**src/rtl/cc_rresp_arbiter.sv**
```systemverilog
// cc_rresp_arbiter: read-response scheduler that moves whole line entries
// from the hit-data and miss-fill show-ahead FIFOs into a small output
// buffer. The serializer drains that buffer through one FIFO-style port.
//
// Handshake semantics (all three ports are show-ahead FIFO reads):
//   the head entry is valid whenever the matching *_empty is low; a read
//   strobe (*_rden) high on a rising edge consumes exactly that head entry.
//   Here, a strobe asserted while the matching empty is high has no effect.
module cc_rresp_arbiter #(
  parameter int DEPTH      = 2,  // output buffer entries (2 or 4)
  parameter int FILL_PRIO  = 0,  // 0: round-robin, 1: fill wins ties
  parameter int MAX_STREAK = 4   // fill grants allowed while hit waits
) (
  input  logic         clk,
  input  logic         rst,
  input  logic         hit_empty_i,
  input  logic [517:0] hit_rdata_i,
  output logic         hit_rden_o,
  input  logic         fill_empty_i,
  input  logic [517:0] fill_rdata_i,
  output logic         fill_rden_o,
  output logic         ser_empty_o,
  output logic         ser_aempty_o,
  output logic [517:0] ser_rdata_o,
  output logic         ser_src_o,
  input  logic         ser_rden_i
);

  localparam int PW = (DEPTH > 1) ? $clog2(DEPTH) : 1;
  localparam int CW = $clog2(DEPTH + 1);
  localparam logic [CW-1:0] DEPTH_C  = CW'(DEPTH);
  localparam logic [3:0]    STREAK_C = 4'(MAX_STREAK);
  localparam logic          SRC_HIT  = 1'b0;
  localparam logic          SRC_FILL = 1'b1;

  // Buffer entry layout: {src, offset[5:0], line[511:0]}
  logic [518:0]   mem_q [DEPTH];
  logic [PW-1:0]  wr_ptr_q, wr_ptr_d;
  logic [PW-1:0]  rd_ptr_q, rd_ptr_d;
  logic [CW-1:0]  count_q, count_d;
  logic [3:0]     streak_q, streak_d;
  logic           last_grant_q, last_grant_d;

  logic           req_h, req_f;
  logic           pick_f;
  logic           grant_h, grant_f;
  logic           space;
  logic           push, pop;
  logic [518:0]   push_entry;

  // Arbitration: pick one requesting source; only honoured when space exists
  always_comb begin
    req_h   = !hit_empty_i;
    req_f   = !fill_empty_i;
    if (FILL_PRIO == 0) begin
      pick_f = (last_grant_q == SRC_HIT);
    end else begin
      pick_f = (streak_q != STREAK_C);
    end
    grant_f = req_f & (!req_h | pick_f);
    grant_h = req_h & !grant_f;
  end

  // Push/pop decode; space uses the registered count only, so a pop in the
  // same cycle never opens a slot early (refill lands one cycle later)
  always_comb begin
    space       = (count_q < DEPTH_C);
    push        = space & (grant_h | grant_f);
    pop         = ser_rden_i & (count_q != '0);
    push_entry  = grant_f ? {SRC_FILL, fill_rdata_i} : {SRC_HIT, hit_rdata_i};
    hit_rden_o  = !rst & space & grant_h;
    fill_rden_o = !rst & space & grant_f;
  end

  // Next-state for pointers, occupancy, fairness history
  always_comb begin
    wr_ptr_d     = wr_ptr_q;
    rd_ptr_d     = rd_ptr_q;
    count_d      = count_q;
    streak_d     = streak_q;
    last_grant_d = last_grant_q;
    if (push) begin
      wr_ptr_d     = wr_ptr_q + 1'b1;
      last_grant_d = grant_f ? SRC_FILL : SRC_HIT;
      if (grant_f && req_h) begin
        streak_d = streak_q + 1'b1;
      end else begin
        streak_d = '0;
      end
    end
    if (pop) begin
      rd_ptr_d = rd_ptr_q + 1'b1;
    end
    case ({push, pop})
      2'b10:   count_d = count_q + 1'b1;
      2'b01:   count_d = count_q - 1'b1;
      default: count_d = count_q;
    endcase
  end

  // Control registers; last_grant resets to fill so the first tie goes to hit
  always_ff @(posedge clk or posedge rst) begin
    if (rst) begin
      wr_ptr_q     <= '0;
      rd_ptr_q     <= '0;
      count_q      <= '0;
      streak_q     <= '0;
      last_grant_q <= SRC_FILL;
    end else begin
      wr_ptr_q     <= wr_ptr_d;
      rd_ptr_q     <= rd_ptr_d;
      count_q      <= count_d;
      streak_q     <= streak_d;
      last_grant_q <= last_grant_d;
    end
  end

  // Line storage; cleared on reset so the head reads as zero when empty
  always_ff @(posedge clk or posedge rst) begin
    if (rst) begin
      for (int i = 0; i < DEPTH; i++) begin
        mem_q[i] <= '0;
      end
    end else if (push) begin
      mem_q[wr_ptr_q] <= push_entry;
    end
  end

  // Serializer-facing view of the buffer head
  always_comb begin
    ser_empty_o  = (count_q == '0);
    ser_aempty_o = (count_q <= CW'(1));
    ser_rdata_o  = mem_q[rd_ptr_q][517:0];
    ser_src_o    = mem_q[rd_ptr_q][518];
  end

endmodule

```
**config.mk**
```make
export PLATFORM = sky130hd
export DESIGN_NAME = cc_rresp_arbiter
export DESIGN_NICKNAME = d
export VERILOG_FILES = /design/src/rtl/cc_rresp_arbiter.sv
export SDC_FILE = /design/constraint.sdc
export NUM_CORES = 2
export LEC_CHECK = 0
export CAP_MARGIN = 20
export CORE_AREA = 2 2 613 615
export CTS_BUF_LIST = sky130_fd_sc_hd__clkbuf_8
export DETAILED_ROUTE_END_ITERATION = 10
export DIE_AREA = 0 0 615 617
export SLEW_MARGIN = 20
export SYNTH_ARGS = -nofsm -noshare
export SYNTH_HDL_FRONTEND = slang
export SYNTH_SLANG_ARGS = --single-unit
```
**constraint.sdc**
```tcl
create_clock -name clk -period 46.1 [get_ports clk]
set_clock_uncertainty 0.1 [all_clocks]
set_input_delay 9.22 -clock clk [delete_from_list [all_inputs] [get_ports clk]]
set_output_delay 9.22 -clock clk [all_outputs]
set_load 0.01 [all_outputs]
```
; Word level (Yosys, flattened, before mapping)
; Index checks and enable logic that the tools add are counted.
[totals]
reg_bits = 1043
latchBits = 0
ramBits = 0
mem_bits_ro = 0
in_bits = 1041
output_inout_bits = 523
n_memories = 0
[classes]
add_sub_neg = 4
n_mul = 0
n_div = 0
n_lt_le_gt_ge = 5
n_eq_ne = 2
shift = 0
mux = 9
bitwise = 12
n_reduce_logical = 8
[op_table]
columns = operator, n
row1 = $mux W519, 5
row2 = $bwmux W1038, 1
row3 = $demux W519 S1, 1
row4 = $and A1 B1 Y1, 7
row5 = $ge A2 B2 Y1 const B, 2
row6 = $logic_not A1 Y1, 4
row7 = $not A1 Y2, 2
row8 = $pmux W2 S2, 1
row9 = $reduce_bool A2 Y1, 2
row10 = $add A1 B1 Y1 const B, 2
row11 = $add A2 B1 Y2 const B, 1
row12 = $eq A2 B1 Y1 const B, 1
row13 = $eq A2 B2 Y1 const B, 1
row14 = $le A2 B1 Y1 const B, 1
row15 = $logic_not A2 Y1, 1
row16 = $lt A2 B1 Y1 const B, 1
row17 = $lt A2 B2 Y1 const B, 1
row18 = $or A1 B1 Y1, 2
row19 = $sub A2 B1 Y2 const B, 1
row20 = $logic_and A1 B1 Y1, 1
row21 = $mux W1, 1
row22 = $not A1 Y1, 1

; Logic depth before layout (Yosys ltp)
[depth]
depth_word = 9
ltp_mapped = 8

; Worst setup path after synthesis
; Ideal clock, no wire load.
[synth_path]
path_type = input -> output
startpoint = in fill_empty_i
endpoint = out hit_rden_o
arrival_time_ps = 10215
t_required_ps = 36780
path_slack_ps = 26565
stages = 5
path_cell_list = buf_2 buf_2 clkbuf_1 nor2_1 nor4_1
[synth_via]
elab_chain_len = 5
[synth_lines]
columns = item, line_no
row1 = from (decl), 19  ; input logic fill_empty_i,
row2 = $logic_not A1 Y1, 54  ; req_f = !fill_empty_i;
row3 = $and A1 B1 Y1, 60  ; grant_f = req_f & (!req_h | pick_f);
row4 = $logic_not A1 Y1, 61  ; grant_h = req_h & !grant_f;
row5 = $and A1 B1 Y1, 61
row6 = $and A1 B1 Y1, 71  ; hit_rden_o = !rst & space & grant_h;
row7 = to (decl), 18  ; output logic hit_rden_o,
; Every way passes these cells.

; Worst setup path in the final report
[layout_path]
startpoint = in hit_empty_i
endpoint = out hit_rden_o
[layout_via]
elab_chain_len = 5
elab_cells_between_ends = 6
cone_classes = bitwise (4) / reduce/logical (2)
[layout_lines]
columns = item, line_no
row1 = from (decl), 16  ; input logic hit_empty_i,
row2 = $or A1 B1 Y1, 60
row3 = $and A1 B1 Y1, 60
row4 = $logic_not A1 Y1, 61
row5 = $and A1 B1 Y1 *, 61
row6 = $and A1 B1 Y1 *, 71
; Every way passes the cells marked *; elsewhere a longest branch is shown, timed or not.

==> out/results.ini <==
[sta]
rsz0062_at_grt = false
finalHoldViolCount = 0
finalCriticalPeriod_ns = 21.31
final-setup-viol-count = 0
fmax_mhz = 46.9
period_share_pct = 46.2
tightestPinTransition_ns = 1.10
hold_ws_ns = 0.422
slew_violations = 0
setup_tns_ns = 0
slew_headroom_pct = 26.6
setup_ws_ns = 24.79

[yosys]
seq_area_frac_synth_pct = 49.6
yosys-top-cells-area = dfrtp_1 50%, a31oi_1 12%, mux2_2 11%
synth_nets = 6324
synthMostInstantiatedCell = dfrtp_1
synth.top_cells.by_count = 1042 x dfrtp_1, 1036 x a31oi_1, 520 x nor2_1
synthFlopType = dfrtp_1
synth_edf_count = 0
yosys_warnings = 0
syn-mean-instance-area_um2 = 9.96
yosysTopAreaCellShare_pct = 49.6
ys_ff_latch = 1043
ys_types = 30
synth.largest_area_cell = dfrtp_1
netlist_instances = 5280
synthArstFlopShare_pct = 100
syn-cell-area_um2 = 52600

[clock_tree]
cts_buffers = 204
clkSinkCount = 1043
cts_resized = 0
post-cts-setup-buffers = 0
htree_levels = 4
clk_pin_slew_ns = 0.06
cts_tree = yes
clock_latency_ns = 0.98
root_buffer = clkbuf_8
cts_hold_buffers = 0
cts_max_path_buffers = 4

[critical_path]
slowest_delay_ns = 0.84
cpMaxStageDelayCell = clkdlybuf4s50_1
cpLargestDelayFamily = buffers and inverters
crit_chain = clkdlybuf4s50_1 -> nor2b_4 -> nor2_1 -> nor4_1 -> clkdlybuf4s50_1
crit_top_cell = clkdlybuf4s50_1
worstPathRequired_ns = 36.78
crit_fanout = 34
start_kind = primary input
crit_type = in2out
end_kind = output port
worstPathArrival_ns = 11.99
worst-path-buf-inv = 2

[route]
vias_per_cell = 4.36
post_drt_wl_per_cell_um = 29.1
met3_wirelength_mm = 35.7
routed_wl_mm = 343
drtIter0Drc = 4374
drc_errors = 0
wl_met1_mm = 131
vias = 51300
dr.max_layer_used = met5
dr.pass1.iters = 6
postRouteAntennaNets = 0
met2_length_mm = 158

[floorplanning]
die_area_um2 = 379000
core_area_um2 = 374000
start_util_pct = 14.1
die_x_um = 615
fp.dieH_um = 617
rows = 225
io_pins = 1564

[place]
dp_hpwl_mm = 264
pre_cts_slack_ns = 24.92
place_inst = 11300
port_buffers = 1563
gp_congestion = 0.907

[global_routing]
grt-ovfl-total = 0
antenna_found_initial = 152
grt_max_degree = 160
grt_pass1_wl_mm = 452
gr-usage-all-layers_pct = 17.2
grt_pass1_vias = 49700

[final_layout]
final_cells = 11800
syn_to_final_growth_pct = 45.7
utilization_pct = 20.5
drive_gt1_share_pct = 13.5
fin_nets = 7604
fill_cells = 41100

[power]
vdd_ir_drop_max_mv = 0.0607
p_leak_uw = 0.0272
power.density_nw_per_um2 = 79.7

[flow_run]
maxCapViolations = 0

[status]
status = complete, no violations

[min_path]
hold_path.class = reg2reg

==> kinds of logic after synthesis <==
logic type                 count (synthesis)  synth area share, %
and+or+nand+nor                         1050                 11.2
xor gates and xnor gates                   3               0.0500
muxes                                    520                 11.1
buffers and inverters                    583                 5.62
adders and majority gates                  3               0.0714
DFF                                     1043                 49.6
AOI/OAI and AO/OA                       2078                 22.3
==> state kept, by name, summed over array words and instances, names as in the netlist <==
register,cells
rd_ptr_q,1
count_q,2
mem_q,1038
wr_ptr_q,1
last_grant_q,1
==> metrics by stage <==
step	total power, uW	instance area [um^2]
after global placement	5170	72300
after global routing	6470	76600
after floorplan	3230	52600
final	6110	76600
after CTS	6220	76400
after detailed placement	5200	72300
==> worst reg2reg max path, cell delays in order (launching register included) <==
cell and delay (ns):
dfrtp_4 0.73, a211oi_4 0.74, buf_4 0.88, buf_4 0.64
buf_4 0.69, buf_4 0.85, buf_4 0.96, nor2_1 0.17
a31oi_1 0.18
==> per-layer routing <==
metal,global-route usage [%],up-vias
met1,19.9,25700
met3,6.94,632
met5,0,-
met4,8.22,80
met2,27.5,2471
li1,-,22400
==> report_power, final <==
| part | leakage, uW | total [uW] | switching (uW) | internal [uW] |
|---|---|---|---|---|
| clock network | 0.00238 | 983 | 460 | 524 |
| registers | 0.0116 | 1630 | 239 | 1390 |
| logic | 0.0132 | 3490 | 2140 | 1360 |
==> cell usage in the layout, fill, tap and decap left out, types with 2 or more instances in the layout <==
master,synthesis,layout
a21oi_1,518,518
a31oi_1,1036,1036
buf_12,0,4
buf_4,14,85
bufinv_16,0,7
clkbuf_8,0,247
clkdlybuf4s50_1,0,1562
clkinv_2,0,19
clkinv_8,0,2
clkinvlp_4,0,5
dfrtp_1,1042,1040
dfrtp_4,0,2
diode_2,0,72
ha_1,3,3
inv_1,4,72
inv_8,0,4
mux2_2,519,519
nand2_1,4,4
nand2b_1,3,2
nand3b_1,518,518
nor2_1,520,520
o21ai_0,519,519
xnor2_1,2,2
==> cell type report <==
cell class | count | area, um^2 | area share, %
multi-input combinational | 3654 | 23600 | 30.8
antenna | 72 | 180 | 0.235
sequential | 1043 | 26100 | 34.1
clock inverter | 109 | 722 | 0.942
clock buffer | 247 | 3400 | 4.44
tap | 4994 | 6250 | 8.15
inverter | 4 | 22.5 | 0.0294
timing repair buffer | 1653 | 16400 | 21.4
==> path summary, 6_finish.rpt <==
| kind | startpoint | end | slack [ns] | cells past startpoint |
|---|---|---|---|---|
| max reg2reg | wr_ptr_q | mem_q[964] | 40.06 | 8 |
| min in group asynchronous | rst | mem_q[761] | 8.75 | 2 |
| min reg2reg | count_q[0] | count_q[0] | 0.42 | 1 |
| min | count_q[0] | count_q[0] | 0.42 | 1 |
| max | hit_empty_i | hit_rden_o | 24.79 | 5 |
| max in group asynchronous | rst | mem_q[101] | 33.20 | 6 |
Power figures use the tool's default switching activity.
